## src/rtl/seg_pkg.sv

```systemverilog
// Seven-segment constants: hex glyph table, blank code and segment bit positions.
// Definitions only; no timing or flow control.
package seg_pkg;

    localparam int SEG_A  = 0;
    localparam int SEG_B  = 1;
    localparam int SEG_C  = 2;
    localparam int SEG_D  = 3;
    localparam int SEG_E  = 4;
    localparam int SEG_F  = 5;
    localparam int SEG_G  = 6;
    localparam int SEG_DP = 7;

    localparam logic [7:0] SEG_OFF = 8'h00;

    // Glyphs are logical (1 = lit), bit 0 = segment a
    localparam logic [6:0] SEG_HEX_0 = 7'h3F;
    localparam logic [6:0] SEG_HEX_1 = 7'h06;
    localparam logic [6:0] SEG_HEX_2 = 7'h5B;
    localparam logic [6:0] SEG_HEX_3 = 7'h4F;
    localparam logic [6:0] SEG_HEX_4 = 7'h66;
    localparam logic [6:0] SEG_HEX_5 = 7'h6D;
    localparam logic [6:0] SEG_HEX_6 = 7'h7D;
    localparam logic [6:0] SEG_HEX_7 = 7'h07;
    localparam logic [6:0] SEG_HEX_8 = 7'h7F;
    localparam logic [6:0] SEG_HEX_9 = 7'h6F;
    localparam logic [6:0] SEG_HEX_A = 7'h77;
    localparam logic [6:0] SEG_HEX_B = 7'h7C;
    localparam logic [6:0] SEG_HEX_C = 7'h39;
    localparam logic [6:0] SEG_HEX_D = 7'h5E;
    localparam logic [6:0] SEG_HEX_E = 7'h79;
    localparam logic [6:0] SEG_HEX_F = 7'h71;

endpackage

```

## src/rtl/seg7_hex_dec.sv

```systemverilog
// Hex nibble to seven-segment glyph, purely combinational (0 cycles).
// No flow control; output follows input.
module seg7_hex_dec
    import seg_pkg::*;
(
    input  logic [3:0] nibble,
    output logic [6:0] segs
);

    always_comb begin
        segs = SEG_HEX_0;
        case (nibble)
            4'h0: segs = SEG_HEX_0;
            4'h1: segs = SEG_HEX_1;
            4'h2: segs = SEG_HEX_2;
            4'h3: segs = SEG_HEX_3;
            4'h4: segs = SEG_HEX_4;
            4'h5: segs = SEG_HEX_5;
            4'h6: segs = SEG_HEX_6;
            4'h7: segs = SEG_HEX_7;
            4'h8: segs = SEG_HEX_8;
            4'h9: segs = SEG_HEX_9;
            4'hA: segs = SEG_HEX_A;
            4'hB: segs = SEG_HEX_B;
            4'hC: segs = SEG_HEX_C;
            4'hD: segs = SEG_HEX_D;
            4'hE: segs = SEG_HEX_E;
            4'hF: segs = SEG_HEX_F;
        endcase
    end

endmodule

```

## src/rtl/seg_scan_driver.sv

```systemverilog
// Multiplexed hex display scanner with shadowed data, leading-zero blanking and blink; seg/an registered, 1 cycle latency.
// No backpressure: free-running scan, load is accepted on any cycle.
module seg_scan_driver
    import seg_pkg::*;
#(
    parameter int DIGITS       = 4,
    parameter int CLK_DIV      = 1000,
    parameter int BLINK_FRAMES = 64,
    parameter int ACTIVE_LOW   = 1
) (
    input  logic                  clk,
    input  logic                  rst,
    input  logic                  load,
    input  logic [4*DIGITS-1:0]   data,
    input  logic [DIGITS-1:0]     dp,
    input  logic [DIGITS-1:0]     blink_mask,
    input  logic                  lz_en,
    output logic [7:0]            seg,
    output logic [DIGITS-1:0]     an
);

    localparam int DIV_W = (CLK_DIV > 1)      ? $clog2(CLK_DIV)      : 1;
    localparam int DIG_W = (DIGITS > 1)       ? $clog2(DIGITS)       : 1;
    localparam int FRM_W = (BLINK_FRAMES > 1) ? $clog2(BLINK_FRAMES) : 1;

    localparam logic [DIV_W-1:0] DIV_LAST = DIV_W'(CLK_DIV - 1);
    localparam logic [DIG_W-1:0] DIG_LAST = DIG_W'(DIGITS - 1);
    localparam logic [FRM_W-1:0] FRM_LAST = FRM_W'(BLINK_FRAMES - 1);

    localparam logic [7:0]        SEG_POL = (ACTIVE_LOW != 0) ? 8'hFF : 8'h00;
    localparam logic [DIGITS-1:0] AN_POL  = (ACTIVE_LOW != 0) ? {DIGITS{1'b1}} : {DIGITS{1'b0}};

    logic [DIV_W-1:0]    div_cnt;
    logic [DIG_W-1:0]    digit_idx;
    logic [FRM_W-1:0]    frame_cnt;
    logic                blink_phase;
    logic [4*DIGITS-1:0] data_sh;
    logic [DIGITS-1:0]   dp_sh;
    logic [DIGITS-1:0]   blink_sh;

    logic                div_tc;
    logic                dig_tc;
    logic                frm_tc;
    logic [3:0]          cur_nib;
    logic [6:0]          glyph;
    logic [DIGITS-1:0]   lead_zero;
    logic                blank;
    logic [7:0]          seg_log;
    logic [DIGITS-1:0]   an_log;

    assign div_tc = (div_cnt == DIV_LAST);
    assign dig_tc = (digit_idx == DIG_LAST);
    assign frm_tc = (frame_cnt == FRM_LAST);

    always_ff @(posedge clk) begin
        if (rst) begin
            div_cnt     <= '0;
            digit_idx   <= '0;
            frame_cnt   <= '0;
            blink_phase <= 1'b0;
        end else begin
            div_cnt <= div_tc ? '0 : div_cnt + 1'b1;
            if (div_tc) begin
                digit_idx <= dig_tc ? '0 : digit_idx + 1'b1;
                if (dig_tc) begin
                    frame_cnt <= frm_tc ? '0 : frame_cnt + 1'b1;
                    if (frm_tc) begin
                        blink_phase <= ~blink_phase;
                    end
                end
            end
        end
    end

    // Whole word captured in one edge so the display never shows a half-updated value
    always_ff @(posedge clk) begin
        if (rst) begin
            data_sh  <= '0;
            dp_sh    <= '0;
            blink_sh <= '0;
        end else if (load) begin
            data_sh  <= data;
            dp_sh    <= dp;
            blink_sh <= blink_mask;
        end
    end

    assign cur_nib = data_sh[{digit_idx, 2'b00} +: 4];

    seg7_hex_dec u_dec (
        .nibble (cur_nib),
        .segs   (glyph)
    );

    // lead_zero[i] is set when nibble i and every nibble above it are zero
    always_comb begin
        logic upper_zero;
        upper_zero = 1'b1;
        lead_zero  = '0;
        for (int i = DIGITS - 1; i >= 0; i--) begin
            upper_zero   = upper_zero & (data_sh[4*i +: 4] == 4'h0);
            lead_zero[i] = upper_zero;
        end
    end

    always_comb begin
        blank = (lz_en && (digit_idx != '0) && lead_zero[digit_idx]) ||
                (blink_phase && blink_sh[digit_idx]);
        seg_log                = SEG_OFF;
        seg_log[SEG_G:SEG_A]   = glyph;
        seg_log[SEG_DP]        = dp_sh[digit_idx];
        if (blank) begin
            seg_log = SEG_OFF;
        end
        an_log            = '0;
        an_log[digit_idx] = 1'b1;
    end

    always_ff @(posedge clk) begin
        if (rst) begin
            seg <= SEG_OFF ^ SEG_POL;
            an  <= AN_POL;
        end else begin
            seg <= seg_log ^ SEG_POL;
            an  <= an_log ^ AN_POL;
        end
    end

endmodule
```

## config.mk

```make
export PLATFORM = sky130hd
export DESIGN_NAME = seg_scan_driver
export DESIGN_NICKNAME = d
export VERILOG_FILES = /design/src/rtl/seg_pkg.sv /design/src/rtl/seg7_hex_dec.sv /design/src/rtl/seg_scan_driver.sv
export SDC_FILE = /design/constraint.sdc
export NUM_CORES = 1
export LEC_CHECK = 0
export CELL_PAD_IN_SITES_DETAIL_PLACEMENT = 0
export CELL_PAD_IN_SITES_GLOBAL_PLACEMENT = 2
export CORE_ASPECT_RATIO = 1.5
export CORE_MARGIN = 2
export CORE_UTILIZATION = 33
export DETAILED_ROUTE_END_ITERATION = 10
export HOLD_SLACK_MARGIN = 0.12
export PLACE_DENSITY_LB_ADDON = 0.25
export SLEW_MARGIN = 20
export SYNTH_ARGS = -nofsm -noshare
export SYNTH_HDL_FRONTEND = slang
export SYNTH_SLANG_ARGS = --single-unit
```

## constraint.sdc

```tcl
create_clock -name clk -period 2.8 [get_ports clk]
set_clock_uncertainty 0.05 [all_clocks]
set_input_delay 0.42 -clock clk [delete_from_list [all_inputs] [get_ports clk]]
set_output_delay 0.42 -clock clk [all_outputs]
set_load 0.005 [all_outputs]
```

Yosys cells after proc, flatten, opt, wreduce, memory -nomap -nowiden:

Memories as Yosys holds them, arrays and structs flattened.
Index checks and enable logic that the tools add are counted.

* register bits: 55
* bits in read-only memories: 112
* input port bits: 28
* output and inout bits: 12
* word-level logic and storage cells: 49
* memories kept: 1

Memory list
* (name not given): depth 16, width 7, read ports 1, clocked after Yosys merged registers in 0, wr ports 0, line seg7_hex_dec.sv:12 `case (nibble)`

* $add $sub $neg: 3
* order comparisons: 2
* equality and inequality tests: 3
* shifts and indexed selects: 1
* muxes and demuxes: 11
* bitwise logic cells: 6
* reductions and logical operators: 13

Operators by type and width (count)
* 4-bit logical NOT: 4
* 16-bit by 5-bit variable part select with 4-bit output: 1
* 10-bit by 1-bit adder with 10-bit output, second input constant: 1
* 10-bit == test, second input constant: 1
* 8-bit two-way mux: 1
* 8-bit NOT: 1
* 6-bit by 1-bit adder with 6-bit output, second input constant: 1
* 1-bit binary-select mux with 2-bit select: 3
* 6-bit == test, second input constant: 1
* 6-bit two-way mux: 1
* 1-bit logical AND: 4
* 1-bit two-way mux: 4
* 4-bit NOT: 1
* 1-bit AND: 3
* 2-bit by 3-bit < comparator with 1-bit output, second input constant: 1
* 3-bit AND reduction: 1
* 2-bit by 1-bit adder with 2-bit output, second input constant: 1
* 1-bit demux with 2-bit select: 1
* 2-bit == test, second input constant: 1
* 2-bit by 1-bit greater-or-equal comparator with 1-bit output, second input constant: 1
* 2-bit two-way mux: 1
* 2-bit AND reduction: 1
* 2-bit nonzero test: 1
* 2-bit OR reduction: 1
* 2 further kinds: 2

Depth between registers and ports, before layout:

* depth in word-level cells: 10
* depth in mapped cells: 8
* mapped depth without buffers: 7

Hierarchy:

From an unflattened synthesis, not the netlist that was laid out.

* cells, all modules: 259
* area total of the unflattened synthesis: 2583.7 um^2

By module, submodules not included
* seg_scan_driver: instances 1, cells an instance 226, area each 2296.0 um^2, sequential area each 1101.1 um^2
* seg7_hex_dec: instances 1, cells an instance 33, area each 287.8 um^2, sequential area each 0.0 um^2

Worst setup path after synthesis:

No wires, ideal clock.

* path kind: reg2reg
* from: register digit_idx[0]
* to: register seg[3]
* setup time: 0.150 ns
* data arrival time: 1.869 ns
* required time: 2.600 ns
* path slack: 0.731 ns
* cell stages (with the launch flop): 7
* buffers on the path: 1
* clock period less this slack: 2.069 ns
* cell sequence: dfxtp_1 -> buf_2 -> mux4_2 -> ha_1 -> or2_2 -> a21oi_1 -> o211ai_1

* cells in the longest elaborated chain, start to end: 6
* elaborated cells between the ends (all ways): 13
* those cells by class: shift (1); mux (5); bitwise (1); reduce/logical (5); memory (1)

RTL lines
* from (decl): line seg_scan_driver.sv:34 `logic [DIG_W-1:0] digit_idx;`
* from (signal assigned): line seg_scan_driver.sv:64 `digit_idx <= dig_tc ? '0 : digit_idx + 1'b1;`
* branches (longest 4 deep; another with memory 16 x 7 bit)
* 8-bit two-way mux (*): line seg_scan_driver.sv:112 `if (blank) begin`
* 8-bit NOT (no line) (*)
* to (signal assigned): line seg_scan_driver.sv:121 `seg <= SEG_OFF ^ SEG_POL;`
* to (signal assigned): line seg_scan_driver.sv:124 `seg <= seg_log ^ SEG_POL;`
* to (decl): line seg_scan_driver.sv:18 `output logic [7:0] seg,`

Mark *: on every way between the ends. The select of a mux whose other input is x is not followed.
A chain may end at the register's enable or synchronous reset.

Worst setup path in the final report:

* from: register digit_idx[0]
* to: register blink_phase

* cells in the longest elaborated chain, start to end: 2

RTL lines
* 2-bit == test: line seg_scan_driver.sv:52 `assign dig_tc = (digit_idx == DIG_LAST);`
* 3-bit AND reduction (no line)
* to (signal assigned): line seg_scan_driver.sv:68 `blink_phase <= ~blink_phase;`
* to (decl): line seg_scan_driver.sv:36 `logic blink_phase;`

No other way between the ends.

==> results.sh <==
export IMPL_status="completed"
export IMPL_cts_setup_buffers=0
export IMPL_ff_latch_area_um2=1100
export IMPL_routed_via_density=4.80
export IMPL_power_leakage_nw=1.21
export IMPL_ctsResizeCount=0
export IMPL_cts_tree="yes"
export IMPL_drc=0
export IMPL_crit_required_ns=2.99
export IMPL_startpoint_type="flop"
export IMPL_syn_area_per_cell_um2=9.83
export IMPL_period_needed_ns=2.31
export IMPL_ir_drop_uv=222
export IMPL_layout_common_cells="dfxtp_1 (55), nor2_1 (39), clkdlybuf4s50_1 (39)"
export IMPL_diodes=0
export IMPL_critPathMaxFanout=11
export IMPL_multi_input_area_um2=1270
export IMPL_slew_headroom_pct=64.3
export IMPL_rsz0062_at_grt="no"
export IMPL_async_reset_ff_share_pct=0
export IMPL_yosysWarnings=0
export IMPL_syn_area_um2=2470
export IMPL_die_h_um=110
export IMPL_final_area_um2=3060
export IMPL_power_frac_seq_pct=56.9
export IMPL_fp_dieArea_um2=8200
export IMPL_syn_num_nets=291
export IMPL_fillCellCount=746
export IMPL_p_comb_share_pct=12.0
export IMPL_end_kind="flop"
export IMPL_antenna_found_initial=0
export IMPL_synth_edf_count=0
export IMPL_dr_pass1_iters=4
export IMPL_cts_root_buf="clkbuf_8"
export IMPL_pwr_share_clk_pct=31.1
export IMPL_fin_nets=329
export IMPL_htreeDepth=2
export IMPL_powerDensity_nw_per_um2=481
export IMPL_die_w_um=74.6
export IMPL_vias=1871
export IMPL_synth_seq_cells=55
export IMPL_worstMarginPinSlew_ns=0.535
export IMPL_hold_viol=0
export IMPL_fmax_mhz=433
export IMPL_core_area_um2=7230
export IMPL_routedWlPerCell_um=13.8
export IMPL_grt_pass1_wl_um=8710
export IMPL_cts_buffers=5
export IMPL_clk_pin_slew_ns=0.09
export IMPL_rows=38
export IMPL_ant_nets=0
export IMPL_clockBufferDepth=2
export IMPL_place_area_um2=2960
export IMPL_gp_congestion=0.815
export IMPL_cap_violations=0
export IMPL_crit_type="flop to flop"
export IMPL_port_buffers=39
export IMPL_power_switching_mw=0.348
export IMPL_ys_seq_area_share_pct=44.6
export IMPL_cp_data_arrival_time_ns=2.50
export IMPL_grt_ovfl_total=0
export IMPL_clkSinkCount=55
export IMPL_ys_types=39
export IMPL_grt_max_degree=25
export IMPL_period_share_pct=82.5
export IMPL_drv_slew=0
export IMPL_area_delta_synth_final_pct=23.9
export IMPL_clk_latency_ns=0.30
export IMPL_ys_flop_type="dfxtp_1"
export IMPL_hpwlAfterDp_um=3930
export IMPL_final_setup_tns_ns=0
export IMPL_totalWireLength_um=5380
export IMPL_ioPinCount=40
export IMPL_syn_inst=251
export IMPL_hold_buffers=0
export IMPL_setup_viol=0
export IMPL_grt_pass1_vias=1816
export IMPL_hp_class="flop to flop"
export IMPL_drtIter0Drc=61
export IMPL_layout_commonest_cell="dfxtp_1"
export IMPL_start_util_pct=34.1
export IMPL_grt_util_all_layers_pct=13.9
export IMPL_swShare_pct=23.6
export IMPL_drive_gt1_share_pct=8.62
export IMPL_internal_power_mw=1.12
worst max-delay path, stage by stage (launching register included):
cell and delay, ns:
dfxtp_1 0.67, ha_1 0.31, or4b_4 0.56, or4_1 0.52, a21oi_1 0.14
path summary, 6_finish.rpt:
kind / start / to / slack [ns] / depth (start not counted)
worst min register to register: div_cnt[0] / div_cnt[0] / 0.41 / 1
worst max register to register: digit_idx[0] / blink_phase / 0.49 / 4
worst max-delay path: digit_idx[0] / blink_phase / 0.49 / 4
worst min-delay path: div_cnt[0] / div_cnt[0] / 0.41 / 1
routing by layer:
metal	track usage (%)	wire (µm)
met5	0	0
met4	6.76	40
met3	2.02	145
met2	24.7	2900
met1	15.9	2300
sequential cells by signal, indices dropped and copies added, names as in the netlist:
register     flops
data_sh         16
seg              8
an               4
dp_sh            4
digit_idx        2
blink_phase      1
frame_cnt        6
div_cnt         10
blink_sh         4
Yosys cell counts, drive strengths merged (2+ instances only):
cell type,n,area share (%)
and3,5,1.3
xnor2,6,2.1
o31ai,3,0.91
or4,2,0.61
or4b,2,0.96
nand2b,2,0.51
xor2,2,0.71
nor2,39,5.9
buf,2,0.66
a21oi,10,2.0
nand3b,2,0.61
inv,9,1.4
and2,2,0.51
nand4,5,1.5
o21ai,6,1.2
dfxtp,55,45
ha,12,6.1
o211ai,2,0.61
nand2,14,2.1
or3,3,0.86
nor3,2,0.41
nor4,4,1.0
nand3,9,1.8
mux2i,28,11
mux4,6,5.5
clkbuf,11,1.7
cell type report:
cell class,instances,share of cell area (%)
inverters,9,1.11
flip-flops and latches,55,36.0
multi-input cells,174,41.7
well taps,100,4.09
repair buffers,44,14.0
clock inverters,1,0.287
clock buffers,7,2.82
power groups by stage:
stage                     clock, mW  combinational (mW)  sequential (mW)
after floorplan                   0              0.0963            0.851
after global placement            0               0.179            0.858
after global routing          0.514               0.196            0.842
after CTS                     0.486               0.180            0.839
final                         0.457               0.177            0.838
after detailed placement          0               0.179            0.857
kinds of logic after synthesis:
| group | Yosys count | share of synthesized area, % |
|---|---|---|
| AND/OR/NAND/NOR | 93 | 18.8 |
| adder cells (fa/ha/maj) | 12 | 6.09 |
| flip-flops | 55 | 44.6 |
| XOR/XNOR | 8 | 2.84 |
| AO/OA/AOI/OAI | 27 | 7.05 |
| buffers and inverters | 22 | 3.70 |
| multiplexers | 34 | 16.8 |
through the flow:
| stage | hold slack, ns | std cells | power [mW] | utilization (%) | setup WS (ns) |
|---|---|---|---|---|---|
| after floorplan | 0.368 | 251 | 0.947 | - | 0.731 |
| after global placement | 0.387 | 382 | 1.04 | 41.0 | 0.538 |
| after detailed placement | 0.396 | 382 | 1.04 | 41.0 | 0.487 |
| after CTS | 0.419 | 390 | 1.50 | 42.3 | 0.451 |
| after global routing | 0.437 | 390 | 1.55 | 42.3 | 0.250 |
| final | 0.412 | 390 | 1.47 | 42.3 | 0.490 |
No activity file was read; power rests on OpenSTA's default activity.
